### config.mk
export PLATFORM = sky130hd
export DESIGN_NAME = rom_loader
export DESIGN_NICKNAME = d
export VERILOG_FILES = /design/src/rtl/rom_loader.sv
export SDC_FILE = /design/constraint.sdc
export NUM_CORES = 1
export LEC_CHECK = 0
export BUFFER_PORTS_ARGS = -buffer_cell sky130_fd_sc_hd__buf_2
export CAP_MARGIN = 20
export CORE_MARGIN = 2
export CORE_UTILIZATION = 59
export DETAILED_ROUTE_END_ITERATION = 12
export PLACE_DENSITY_LB_ADDON = 0.1
export RECOVER_POWER = 50
export SLEW_MARGIN = 10
export SYNTH_ARGS = -nofsm -noshare
export SYNTH_HDL_FRONTEND = slang
export SYNTH_SLANG_ARGS = --single-unit
export TNS_END_PERCENT = 10
### constraint.sdc
create_clock -name clk_in -period 2.7 [get_ports clk_in]
set_input_delay 0.135 -clock clk_in [delete_from_list [all_inputs] [get_ports clk_in]]
set_output_delay 0.135 -clock clk_in [all_outputs]
set_load 0.05 [all_outputs]
### src/rtl/rom_loader.sv
// Boot ROM image loader: parses MAGIC, LEN, payload and checksum from a byte stream,
// writes the payload into program RAM and releases the CPU once the image verifies.
module rom_loader #(
    parameter int unsigned RAM_ADDR_WIDTH = 12,
    parameter logic [7:0]  MAGIC          = 8'hA5
) (
    input  logic                      clk_in,
    input  logic                      rst_in,
    input  logic                      byte_valid_in,
    input  logic [7:0]                byte_in,
    input  logic                      stream_done_in,
    output logic                      ram_we_out,
    output logic [RAM_ADDR_WIDTH-1:0] ram_addr_out,
    output logic [7:0]                ram_data_out,
    output logic                      cpu_rst_out,
    output logic                      load_done_out,
    output logic [2:0]                error_out
);

    typedef enum logic [2:0] {
        MAGIC_S,
        LEN_LO_S,
        LEN_HI_S,
        PAYLOAD_S,
        CHECK_S,
        DONE_S,
        ERROR_S
    } state_t;

    localparam logic [2:0]  ErrMagic = 3'd1;
    localparam logic [2:0]  ErrLen   = 3'd2;
    localparam logic [2:0]  ErrTrunc = 3'd3;
    localparam logic [2:0]  ErrSum   = 3'd4;
    localparam logic [32:0] MaxLen   = 33'd1 << RAM_ADDR_WIDTH;

    state_t      state_q;
    logic [15:0] len_q;
    logic [16:0] count_q;
    logic [7:0]  sum_q;

    logic [15:0] len_full;
    logic [16:0] count_inc;
    logic        parsing;
    logic        truncated;

    assign len_full  = {byte_in, len_q[7:0]};
    assign count_inc = count_q + 17'd1;
    assign parsing   = (state_q != DONE_S) && (state_q != ERROR_S);
    // A byte that arrives together with stream_done_in still counts.
    assign truncated = parsing && stream_done_in && !byte_valid_in;

    always_ff @(posedge clk_in) begin
        if (rst_in) begin
            state_q       <= MAGIC_S;
            len_q         <= '0;
            count_q       <= '0;
            sum_q         <= '0;
            ram_we_out    <= 1'b0;
            ram_addr_out  <= '0;
            ram_data_out  <= '0;
            cpu_rst_out   <= 1'b1;
            load_done_out <= 1'b0;
            error_out     <= '0;
        end else begin
            ram_we_out <= 1'b0;
            if (truncated) begin
                state_q   <= ERROR_S;
                error_out <= ErrTrunc;
            end else if (byte_valid_in) begin
                case (state_q)
                    MAGIC_S: begin
                        if (byte_in == MAGIC) begin
                            state_q <= LEN_LO_S;
                        end else begin
                            state_q   <= ERROR_S;
                            error_out <= ErrMagic;
                        end
                    end
                    LEN_LO_S: begin
                        len_q   <= {8'h00, byte_in};
                        state_q <= LEN_HI_S;
                    end
                    LEN_HI_S: begin
                        len_q <= len_full;
                        if (len_full == 16'd0 || {17'd0, len_full} > MaxLen) begin
                            state_q   <= ERROR_S;
                            error_out <= ErrLen;
                        end else begin
                            ram_addr_out <= '0;
                            count_q      <= '0;
                            sum_q        <= '0;
                            state_q      <= PAYLOAD_S;
                        end
                    end
                    PAYLOAD_S: begin
                        ram_we_out   <= 1'b1;
                        ram_data_out <= byte_in;
                        ram_addr_out <= count_q[RAM_ADDR_WIDTH-1:0];
                        count_q      <= count_inc;
                        sum_q        <= sum_q + byte_in;
                        if (count_inc == {1'b0, len_q}) begin
                            state_q <= CHECK_S;
                        end
                    end
                    CHECK_S: begin
                        if (byte_in == sum_q) begin
                            state_q       <= DONE_S;
                            load_done_out <= 1'b1;
                            cpu_rst_out   <= 1'b0;
                        end else begin
                            state_q   <= ERROR_S;
                            error_out <= ErrSum;
                        end
                    end
                    default: begin
                        // DONE_S and ERROR_S hold until reset.
                    end
                endcase
            end
        end
    end

endmodule

==> run summary <==
The flow ran to the end, and the final reports show no timing, DRC or antenna violations. Adding up every negative setup slack in the final design gives 0 ns. The tools report the kind of end point of the critical path as a register.

Each instance of the synthesized netlist takes up on average 8.39 µm². The depth of the CTS H-tree is 3, and the number of buffers created by CTS is 9. The finished layout holds 550 standard cells, fillers aside. The worst pin sits at a relative slew slack of 60.3%.

The first global-routing pass estimated 14800 µm of wire. The initial antenna violation count is 0, and the fraction of final layout cells with drive strength greater than 1 is 10.7%. For the pin with the worst max-slew slack, the measured transition is 0.595 ns.

The total area inside the core boundary comes to 5990 µm². For this design the top-level I/O count stands at 38. Power spread over the standard cell area amounts to 515 nW/µm². The run gives 3920 µm² as the standard cell area after detailed placement. For the clock latency on the worst-skew pair, the log shows 0.35 ns. The slowest stage of the critical path is the sky130_fd_sc_hd__dfxtp_1 cell.

Traced cell by cell, the critical path runs through inv_1 > or3_1 > a2111oi_1 > and3b_1 > a2111oi_4 > or2_2 > a211oi_2. For the initial cell density of the core, the log shows 61.6%. For the Yosys warning count, the log shows 0. In this run the worst path has a maximum fanout of 10.

The run gives 0.00165 µW as the leakage power. The half-perimeter wire length after detailed placement is 6180 µm. The worst path meets setup with 0.206 ns of slack. The netlist area before placement came out at 3690 µm². The count of flip-flops with a built-in enable after synthesis came out at 0. Sorting the synthesized cells by area gives the leading types as sky130_fd_sc_hd__dfxtp_1 38%, sky130_fd_sc_hd__a21oi_1 5.8%, sky130_fd_sc_hd__nand2_1 5.5%. The tools report the clock sink count as 70.

Measured along the y axis, the die boundary spans 83.1 µm. Across every metal layer, demand over resource in global routing totals 26.4%. Of the post-synthesis cell area, the dominant cell type holds 38.0%.

The logs give 0.00734 ns for the setup skew after layout and 457 µV for the maximum VDD drop. The number of pins exceeding their max-slew limit in the final report was 0. In this run the remaining antenna-violating nets after routing total 0. After detailed placement, the design holds a cell count of 533.

Before antenna repair, the detailed router went through 7 iterations. The tools report the number of maximum-capacitance violations as 0. Setup repair after global routing left no endpoint under its margin. In this run the core area contains 28 standard-cell rows. On the worst path, the slowest cell contributes a delay of 0.48 ns. The tools report the via count of the first global-routing pass as 3042.

The number of hold buffers added after cts is 0, and the final-report setup violation count is 0. Synthesis handed over a netlist of 440 instances. In this run, synthesis produced a sequential element count of 70.

The final critical path takes up 92.4% of the cycle. Derived from the worst setup path, the maximum achievable clock frequency is 401 MHz. After routing the design area is 4130 µm². The number of nets produced by synthesis was 461.

The tightest min-delay check is of the in -> reg type. The routed design has 9060 µm of wire. The post-place setup slack is 0.143 ns, and the count of nets after finishing is 491. For this run, the leading register cell type out of synthesis is sky130_fd_sc_hd__dfxtp_1. The count of different cell masters after synthesis was 61. In the routed design, unresolved DRC markers number 0. The buffer cell driving the clock tree root was sky130_fd_sc_hd__clkbuf_8. The type of the worst setup path is reg -> reg. The area added between synthesis and finish was 11.8%; the minimum period implied by the final worst setup slack was 2.49 ns.

TritonCTS built the clock tree. The post-synthesis sequential area ratio was 38.0%. Clock-pin slew was measured on the worst setup and hold paths at 0.07 ns. The cell family contributing the most delay on the critical path is compound AO/OA/AOI/OAI gates. The number of buffer cells added on primary ports is 37. Count of buffer and inverter cells on the critical path: 1. The final route contains 3388 vias. The post-detailed-route via-to-cell ratio was 6.16. For this block, the initial DRC count from the detailed router was 208. Fill cell instance count of the final layout: 500.

The tools report the global-route congestion overflow total as 0. Maximum number of buffers from clock root to sink: 2. STA classifies the critical path startpoint as a register. The die covers 6900 µm². The biggest area consumer among synthesized cells is sky130_fd_sc_hd__dfxtp_1.

The congestion estimate from routability-driven global placement came to 0.945. For the worst setup path, the data arrival time is 2.72 ns. The tools report the number of antenna cells inserted as 0. The hold violation count in the final report was 0; the share of synthesized flip-flops with an asynchronous set or reset was 0%.

Summing internal, switching and leakage power gives 2120 µW. The overall die width was 83.1 µm. Dividing the detail-routed wire length by the instance count gives 16.5 µm. STA puts the critical path data required time at 2.93 ns. Entering global routing, the biggest net connects 40 pins.
Yosys cell counts, types with 4 or more instances:
master	instances
sky130_fd_sc_hd__a21o_1	4
sky130_fd_sc_hd__a21oi_1	43
sky130_fd_sc_hd__a22o_1	12
sky130_fd_sc_hd__a22oi_1	14
sky130_fd_sc_hd__and2_1	4
sky130_fd_sc_hd__and3_1	10
sky130_fd_sc_hd__buf_2	9
sky130_fd_sc_hd__clkbuf_1	17
sky130_fd_sc_hd__dfxtp_1	70
sky130_fd_sc_hd__ha_1	8
sky130_fd_sc_hd__inv_1	12
sky130_fd_sc_hd__nand2_1	54
sky130_fd_sc_hd__nand3_1	13
sky130_fd_sc_hd__nand4_1	8
sky130_fd_sc_hd__nor2_1	33
sky130_fd_sc_hd__nor3_1	10
sky130_fd_sc_hd__nor4_1	6
sky130_fd_sc_hd__o21ai_0	25
sky130_fd_sc_hd__o41ai_1	5
sky130_fd_sc_hd__xnor2_1	12
sky130_fd_sc_hd__xor2_1	12
routing by layer:
metal,vias up,part of all wire (%),GRT usage (%)
met5,-,0,0
met1,1587,44,33.7
met4,0,2.6,13.1
met3,19,5.5,3.88
li1,1661,-,-
met2,121,48,43.8
final timing paths:
kind | slack (ns) | from | cells past startpoint | end
setup / recovery | 0.21 | count_q[5] | 7 | state_q[2]
hold / removal | 0.02 | rst_in | 3 | cpu_rst_out
setup reg to reg | 0.21 | count_q[5] | 7 | state_q[2]
hold reg to reg | 0.46 | ram_data_out[1] | 2 | ram_data_out[1]
kinds of logic (layout without fill, tap and decap cells):
family	after synthesis	in the layout	share of synthesized area, %
buffers and inverters	43	78	5.22
muxes	3	3	0.814
xor gates and xnor gates	27	27	7.53
and+or+nand+nor	159	159	21.7
DFF	70	70	38.0
AOI/OAI and AO/OA	129	129	23.5
adders and majority gates	9	9	3.26
cell type report:
type,count,area [µm²],area share (%)
well taps,75,93.8,2.27
multi-input cells,327,2120,51.4
flip-flops and latches,70,1400,34.0
inverters,12,45.0,1.09
repair buffers,50,263,6.37
clock buffers,13,159,3.85
clock inverters,3,42.5,1.03
repair_timing:
item / 4_1_cts / 5_1_grt
gates resized for setup: 0 / 5
endpoints found under the setup margin: 0 / 3
buffers inserted: 0 / 1
worst reg2reg max path, cell delays in order (launching register included):
cell and delay [ns]:
sky130_fd_sc_hd__dfxtp_1 0.48, sky130_fd_sc_hd__inv_1 0.16, sky130_fd_sc_hd__or3_1 0.40, sky130_fd_sc_hd__a2111oi_1 0.40, sky130_fd_sc_hd__and3b_1 0.26, sky130_fd_sc_hd__a2111oi_4 0.44
sky130_fd_sc_hd__or2_2 0.20, sky130_fd_sc_hd__a211oi_2 0.05
cells in the final DEF, fill, tap and decap left out, types with 8 or more instances in the layout:
cell type / count
sky130_fd_sc_hd__clkbuf_1: 28
sky130_fd_sc_hd__and3_1: 10
sky130_fd_sc_hd__nand2_1: 54
sky130_fd_sc_hd__o21ai_0: 25
sky130_fd_sc_hd__ha_1: 8
sky130_fd_sc_hd__a21oi_1: 43
sky130_fd_sc_hd__nor3_1: 9
sky130_fd_sc_hd__a22oi_1: 14
sky130_fd_sc_hd__a22o_1: 12
sky130_fd_sc_hd__inv_1: 12
sky130_fd_sc_hd__dfxtp_1: 69
sky130_fd_sc_hd__nand3_1: 13
sky130_fd_sc_hd__clkbuf_8: 11
sky130_fd_sc_hd__nor2_1: 33
sky130_fd_sc_hd__xor2_1: 12
sky130_fd_sc_hd__buf_4: 12
sky130_fd_sc_hd__xnor2_1: 12
sky130_fd_sc_hd__nand4_1: 8
sky130_fd_sc_hd__buf_2: 11
flip-flops by register name, summed over array words and instances, names as in the netlist:
register and flops:
load_done_out 1, cpu_rst_out 1, ram_we_out 1, state_q 3
ram_data_out 8, sum_q 8, count_q 17, error_out 3
len_q 16, ram_addr_out 12
metrics by stage:
stage,util [%],hold slack [ns]
after floorplan,-,0.239
after global placement,65.5,0.361
after detailed placement,65.5,0.380
after CTS,68.9,0.0185
final,68.9,0.0217
after global routing,68.9,0.0422
where the power goes:
group | internal [µW] | switching [µW]
logic | 68.7 | 124
clock network | 476 | 390
registers | 1050 | 16.5
total | 1590 | 531
(Power assumes the default switching activity.)
